[config.mk]
export PLATFORM = sky130hd
export DESIGN_NAME = apb_master_bridge
export DESIGN_NICKNAME = d
export VERILOG_FILES = /design/src/rtl/apb_master_bridge_pkg.sv /design/src/rtl/apb_master_bridge_wait_timer.sv /design/src/rtl/apb_master_bridge.sv
export SDC_FILE = /design/constraint.sdc
export NUM_CORES = 1
export LEC_CHECK = 0
export CORE_ASPECT_RATIO = 0.75
export CORE_MARGIN = 2
export CORE_UTILIZATION = 36
export CTS_CLUSTER_DIAMETER = 60
export DETAILED_ROUTE_END_ITERATION = 16
export MAX_ROUTING_LAYER = met4
export PLACE_DENSITY = 0.72
export SETUP_SLACK_MARGIN = 0.2
export SLEW_MARGIN = 20
export SYNTH_ARGS = -nofsm -noshare
export SYNTH_HDL_FRONTEND = slang
export SYNTH_SLANG_ARGS = --single-unit
[constraint.sdc]
create_clock -name i_pclk -period 1.7 [get_ports i_pclk]
set_clock_uncertainty 0.15 [all_clocks]
set_input_delay 0.51 -clock i_pclk [delete_from_list [all_inputs] [get_ports i_pclk]]
set_output_delay 0.51 -clock i_pclk [all_outputs]
set_load 0.03 [all_outputs]
[src/rtl/apb_master_bridge_pkg.sv]
// Shared definitions for the APB master bridge: FSM encodings and default widths.
// Optional ACCESS-phase timeout is enabled with the APB_TIMEOUT_EN macro.
package apb_master_bridge_pkg;

  localparam int APB_ADDR_W      = 8;
  localparam int APB_DATA_W      = 8;
  localparam int APB_TIMEOUT_CYC = 16;

  typedef enum logic [1:0] {
    ST_IDLE   = 2'd0,
    ST_SETUP  = 2'd1,
    ST_ACCESS = 2'd2
  } apb_state_e;

endpackage

[src/rtl/apb_master_bridge_wait_timer.sv]
// ACCESS-phase wait counter with terminal-count flag for the APB master bridge.
// Only exists when APB_TIMEOUT_EN is defined; the default build has no timer.
`ifdef APB_TIMEOUT_EN
module apb_master_bridge_wait_timer #(
  parameter int TIMEOUT_CYC = 16
) (
  input  logic i_clk,
  input  logic i_reset,
  input  logic i_clr,
  input  logic i_inc,
  output logic o_expire
);

  localparam int CNT_W = $clog2(TIMEOUT_CYC + 1);

  logic [CNT_W-1:0] r_count;

  // Expiry fires on the edge that would make the TIMEOUT_CYC-th wait cycle.
  assign o_expire = i_inc && (r_count == CNT_W'(TIMEOUT_CYC - 1));

  always_ff @(posedge i_clk) begin
    if (i_reset || i_clr) begin
      r_count <= '0;
    end else if (i_inc && !o_expire) begin
      r_count <= r_count + 1'b1;
    end
  end

endmodule
`endif

[src/rtl/apb_master_bridge.sv]
// Single-outstanding APB master: valid/ready command in, IDLE/SETUP/ACCESS phases out,
// one-cycle response pulse back. Define APB_TIMEOUT_EN to abort stalled ACCESS phases.
module apb_master_bridge
  import apb_master_bridge_pkg::*;
#(
  parameter int ADDR_W      = APB_ADDR_W,
  parameter int DATA_W      = APB_DATA_W,
  parameter int TIMEOUT_CYC = APB_TIMEOUT_CYC
) (
  input  logic              i_pclk,
  input  logic              i_preset,
  input  logic              i_cmd_valid,
  output logic              o_cmd_ready,
  input  logic              i_cmd_write,
  input  logic [ADDR_W-1:0] i_cmd_addr,
  input  logic [DATA_W-1:0] i_cmd_wdata,
  output logic              o_rsp_valid,
  output logic [DATA_W-1:0] o_rsp_rdata,
  output logic              o_rsp_err,
  output logic              o_psel,
  output logic              o_penable,
  output logic              o_pwrite,
  output logic [ADDR_W-1:0] o_paddr,
  output logic [DATA_W-1:0] o_pwdata,
  input  logic [DATA_W-1:0] i_prdata,
  input  logic              i_pready,
  input  logic              i_pslverr
);

  if (TIMEOUT_CYC < 1) begin : g_bad_timeout
    $error("apb_master_bridge: TIMEOUT_CYC must be at least 1");
  end

  apb_state_e        r_state, w_state;
  logic              r_psel, w_psel;
  logic              r_penable, w_penable;
  logic              r_pwrite, w_pwrite;
  logic [ADDR_W-1:0] r_paddr, w_paddr;
  logic [DATA_W-1:0] r_pwdata, w_pwdata;
  logic              r_rsp_valid, w_rsp_valid;
  logic              r_rsp_err, w_rsp_err;
  logic [DATA_W-1:0] r_rsp_rdata, w_rsp_rdata;
  logic              w_cmd_ready;
  logic              w_timeout;

  assign w_cmd_ready = (r_state == ST_IDLE) && !i_preset;

`ifdef APB_TIMEOUT_EN
  apb_master_bridge_wait_timer #(
    .TIMEOUT_CYC (TIMEOUT_CYC)
  ) u_wait_timer (
    .i_clk    (i_pclk),
    .i_reset  (i_preset),
    .i_clr    (r_state == ST_SETUP),
    .i_inc    ((r_state == ST_ACCESS) && !i_pready),
    .o_expire (w_timeout)
  );
`else
  assign w_timeout = 1'b0;
`endif

  // Next-state and next-output logic; response fields hold until the next completion.
  always_comb begin
    w_state     = r_state;
    w_psel      = r_psel;
    w_penable   = r_penable;
    w_pwrite    = r_pwrite;
    w_paddr     = r_paddr;
    w_pwdata    = r_pwdata;
    w_rsp_valid = 1'b0;
    w_rsp_err   = r_rsp_err;
    w_rsp_rdata = r_rsp_rdata;
    case (r_state)
      ST_IDLE: begin
        if (i_cmd_valid && w_cmd_ready) begin
          w_state   = ST_SETUP;
          w_psel    = 1'b1;
          w_penable = 1'b0;
          w_pwrite  = i_cmd_write;
          w_paddr   = i_cmd_addr;
          w_pwdata  = i_cmd_wdata;
        end
      end
      ST_SETUP: begin
        w_state   = ST_ACCESS;
        w_penable = 1'b1;
      end
      ST_ACCESS: begin
        // A slave completing on the expiry edge takes priority over the abort.
        if (i_pready) begin
          w_state     = ST_IDLE;
          w_psel      = 1'b0;
          w_penable   = 1'b0;
          w_rsp_valid = 1'b1;
          w_rsp_err   = i_pslverr;
          w_rsp_rdata = r_pwrite ? '0 : i_prdata;
        end else if (w_timeout) begin
          w_state     = ST_IDLE;
          w_psel      = 1'b0;
          w_penable   = 1'b0;
          w_rsp_valid = 1'b1;
          w_rsp_err   = 1'b1;
          w_rsp_rdata = '0;
        end
      end
      default: begin
        w_state   = ST_IDLE;
        w_psel    = 1'b0;
        w_penable = 1'b0;
      end
    endcase
  end

  always_ff @(posedge i_pclk) begin
    if (i_preset) begin
      r_state     <= ST_IDLE;
      r_psel      <= 1'b0;
      r_penable   <= 1'b0;
      r_pwrite    <= 1'b0;
      r_paddr     <= '0;
      r_pwdata    <= '0;
      r_rsp_valid <= 1'b0;
      r_rsp_err   <= 1'b0;
      r_rsp_rdata <= '0;
    end else begin
      r_state     <= w_state;
      r_psel      <= w_psel;
      r_penable   <= w_penable;
      r_pwrite    <= w_pwrite;
      r_paddr     <= w_paddr;
      r_pwdata    <= w_pwdata;
      r_rsp_valid <= w_rsp_valid;
      r_rsp_err   <= w_rsp_err;
      r_rsp_rdata <= w_rsp_rdata;
    end
  end

  assign o_cmd_ready = w_cmd_ready;
  assign o_rsp_valid = r_rsp_valid;
  assign o_rsp_rdata = r_rsp_rdata;
  assign o_rsp_err   = r_rsp_err;
  assign o_psel      = r_psel;
  assign o_penable   = r_penable;
  assign o_pwrite    = r_pwrite;
  assign o_paddr     = r_paddr;
  assign o_pwdata    = r_pwdata;

endmodule
# Yosys cells after proc, flatten, opt, wreduce, memory -nomap -nowiden
# Cells that the tools add are included.
# totals
ff_bits	31
output_inout_bits	30
word_cells	34
inputBits	30
# op_classes
eq_ne	4
muxes	10
n_bitwise	2
reduce_logical	9
# ops
op	count
8-bit two-way mux	1
1-bit one-hot mux with 3 select lines	2
2-bit one-hot mux with 3 select lines	1
2-bit AND reduction	3
1-bit two-way mux	4
2-bit two-way mux	2
3-bit AND reduction	1
2-bit by 1-bit equality test with 1-bit output, second input constant	1
2-bit equality test, second input constant	1
1-bit logical AND	2
2-bit zero test	1
2-bit by 1-bit != test with 1-bit output, second input constant	1
2-bit != test, second input constant	1
1-bit NOT	2
2-bit OR reduction	1
1-bit zero test	1

# Longest topological paths before layout
# logic_depth
depth_word	5
ltp_mapped	5
mapped_depth_nobuf	3

# Worst setup path before layout
# No wires, ideal clock.
# synth_path
kind	input to output
start	in i_preset
end	out o_cmd_ready
stages	3
required_time_ps	1040
path_slack_ps	-489
path_buffers	2
t_arrival_ps	1529
cell_sequence	clkbuf_1 clkbuf_1 nor3_1
# synth_via
elab_chain_len	2
# synth_lines
item	line_no	text
from (decl)	apb_master_bridge.sv:11	input logic i_preset,
1-bit zero test	apb_master_bridge.sv:46	assign w_cmd_ready = (r_state == ST_IDLE) && !i_preset;
1-bit logical AND	apb_master_bridge.sv:46	
to (decl)	apb_master_bridge.sv:13	output logic o_cmd_ready,
# No other way between the ends.

==> flow_metrics.tcl <==
set metrics [dict create \
    power_leakage_nw 0.960 \
    fin_ws_ps -47.2 \
    die_area_sq_um 4040 \
    min_period_ps 1750 \
    slew_viol_final 0 \
    hold_class "register to register" \
    tightestPinTransition_ps 183 \
    grt_overflow_total 0 \
    netlist_area_sq_um 1280 \
    whs_endpoint "o_rsp_err$_SDFFE_PP0P_" \
    crit_type "register to primary output" \
    grt_pass1_vias 1118 \
    hold_viol 0 \
    gp_congestion 0.714 \
    status "finished with violations" \
    grt_pass1_wl_um 5510 \
    synth_nets 139 \
    die_w_um 72.8 \
    antenna_left 0 \
    ir_drop_v 0.000500 \
    critPathMaxFanout 3 \
    hp-start "o_rsp_err$_SDFFE_PP0P_" \
    io_pins 60 \
    crit_buf_inv 4 \
    hpwl_um 2170 \
    antenna_cells 0 \
    wl_per_cell_um 14.8 \
    grtUsageMet1 0.227 \
    cts_sinks 30 \
    io_buffer_count 59 \
    synth.avg_cell_area_sq_um 11.7 \
    area_delta_synth_final_pct 66.8 \
    crit_family "buffers and inverters" \
    endpoint_kind "primary output" \
    fillers 286 \
    final_core_utilization 0.639 \
    worst-r2r-cell-count 3 \
    gr-usage-met2 0.282 \
    ys_seq_elements 30 \
    crit_path_max_incr_delay_ps 320 \
    yosysSeqAreaShare 0.471 \
    mostFrequentLayoutCells "clkdlybuf4s50_1, dfxtp_1, buf_4, nor2b_1, mux2_4" \
    clk_latency_ps 290 \
    drt_first_pass_iters 3 \
    rows 18 \
    via_count 1048 \
    synth_top_area_cell "dfxtp_1" \
    r2r_start "r_state[1]$_SDFFE_PP0P_" \
    initial_utilization 0.383 \
    grt_util_all_layers 0.185 \
    core_sq_um 3330 \
    antenna_found_initial 0 \
    cts_buffers 5 \
    violations "setup timing" \
    nets 214 \
    r2r_end "o_paddr[0]$_SDFFE_PP0P_" \
    setup_viol 2 \
    syn_inst 109 \
    busiest_layer "met2" \
    synth_area_leaders "dfxtp_1, mux2_4, nor2b_1" \
    rsz0062_at_grt "yes" \
    crit_path_start_kind "register" \
    r2r_slack_ps 40 \
    cts-root-buf "clkbuf_8" \
    drv_cap 0 \
    vias_per_cell 4.66 \
    layout-drive-gt1-share 0.481 \
    whs_path_depth 2 \
    place_ws_ps -534 \
    yosysWarnings 0 \
    slew_headroom 0.878 \
    die_y_um 55.6 \
    clkTransAtPathRegs_ps 60 \
    path_cells "buf_6 -> buf_4 -> buf_6 -> buf_6" \
    met3_usage 0.0547 \
    cts_tree "built" \
    htreeDepth 2 \
    drc 0 \
    synth_cell_types 18 \
    max_clock_freq_ghz 0.572 \
    cpMaxStageDelayCell "dfxtp_2" \
    drtIter0Drc 44 \
    cts_buffer_depth 2 \
    required_ps 1040 \
    synth_top_area_frac 0.471 \
    period_share 1.03 \
    worstPathArrival_ps 1090 \
    totalWireLength_um 3320 \
    grt_max_degree 20 \
    worst_path_most_repeated_cell "buf_6" \
    power_density_nw_per_um2 838 \
]
==> report_power, final <==
group,total [W],leakage (nW),switching (W),internal (W)
clock network,0.000590,0.0482,0.000264,0.000326
logic,0.000425,0.664,0.000188,0.000237
registers,0.000769,0.248,0.0000227,0.000747
total,0.00178,0.960,0.000475,0.00131
==> cells in the mapped netlist <==
cell type and instances:
a21oi_1 1, buf_12 1, buf_6 1, mux2i_1 9
or3b_2 9, nor3_1 1, o21ai_0 1, nand2b_1 11
clkbuf_1 5, nor2b_1 17, mux2_4 9, inv_1 2
a31o_2 1, dfxtp_1 30, mux2_2 8, or4b_1 1
and3b_1 1, and2_1 1
==> logic make-up (layout without fill, tap and decap cells) <==
kind of cell | after synthesis | in the layout | share of synthesized area
simple gates | 41 | 44 | 0.223
flops | 30 | 30 | 0.471
mux | 26 | 26 | 0.247
buf+inv | 9 | 82 | 0.0451
compound gates | 3 | 3 | 0.0147
==> layer usage <==
metal / part of all wire / wire length, um
met2: 0.48 / 1600
met4: 0.0072 / 24
met1: 0.46 / 1540
met5: 0 / 0
met3: 0.047 / 156
==> worst reg2reg max path, cell delays in order, from the launching register on <==
cell and delay [ps]:
dfxtp_2 320, buf_4 140, or4b_4 610, mux2_4 330
==> worst max-delay path by stage <==
stage                                  startpoint                       to  slack, ps  depth (start not counted)
final                     r_state[1]$_SDFFE_PP0P_                o_penable        -50                          4
after global routing      r_state[1]$_SDFFE_PP0P_              o_cmd_ready       -100                          3
after CTS                 r_state[0]$_SDFFE_PP0P_              o_cmd_ready        -70                          3
after detailed placement              i_cmd_valid  o_paddr[0]$_SDFFE_PP0P_       -530                          3
after global placement                   i_preset  o_paddr[6]$_SDFFE_PP0P_       -500                          3
after floorplan                          i_preset  o_paddr[0]$_SDFFE_PP0P_       -120                          4
==> per-stage QoR <==
| stage | cell area, sq um | setup TNS (ps) | power [W] | std cells | hold WS [ps] |
|---|---|---|---|---|---|
| final | 2130 | -92.4 | 0.00178 | 225 | 331 |
| after global routing | 2130 | -173 | 0.00186 | 225 | 357 |
| after CTS | 2050 | -66.4 | 0.00178 | 223 | 332 |
| after detailed placement | 1950 | -12630 | 0.00118 | 207 | 316 |
| after global placement | 1950 | -11740 | 0.00117 | 207 | 309 |
| after floorplan | 1350 | -1160 | 0.00102 | 109 | 359 |
==> timing repair <==
| action | CTS | global route |
|---|---|---|
| resized for setup | 164 | 37 |
| gates cloned | 3 | 0 |
| setup endpoints to repair | 57 | 47 |
| setup buffers | 5 | 2 |
| hold buffers | 0 | 0 |
| pin swaps | 1 | 6 |
==> final cells by class <==
class                           instances  area (sq um)  area share
Inverter                                2          7.51     0.00353
Clock buffer                            7          86.3      0.0406
Multi-Input combinational cell         73           732       0.344
Sequential cell                        30           609       0.286
Tap cell                               40          50.0      0.0235
Clock inverter                          1          5.00     0.00235
Timing Repair Buffer                   72           638       0.300
==> sequential cells by signal (all words and copies together), names as in the netlist <==
signal       flops
o_rsp_rdata      8
o_pwdata         8
o_rsp_valid      1
o_rsp_err        1
o_paddr          8
o_psel           1
o_pwrite         1
r_state          2
(Power assumes the default switching activity.)
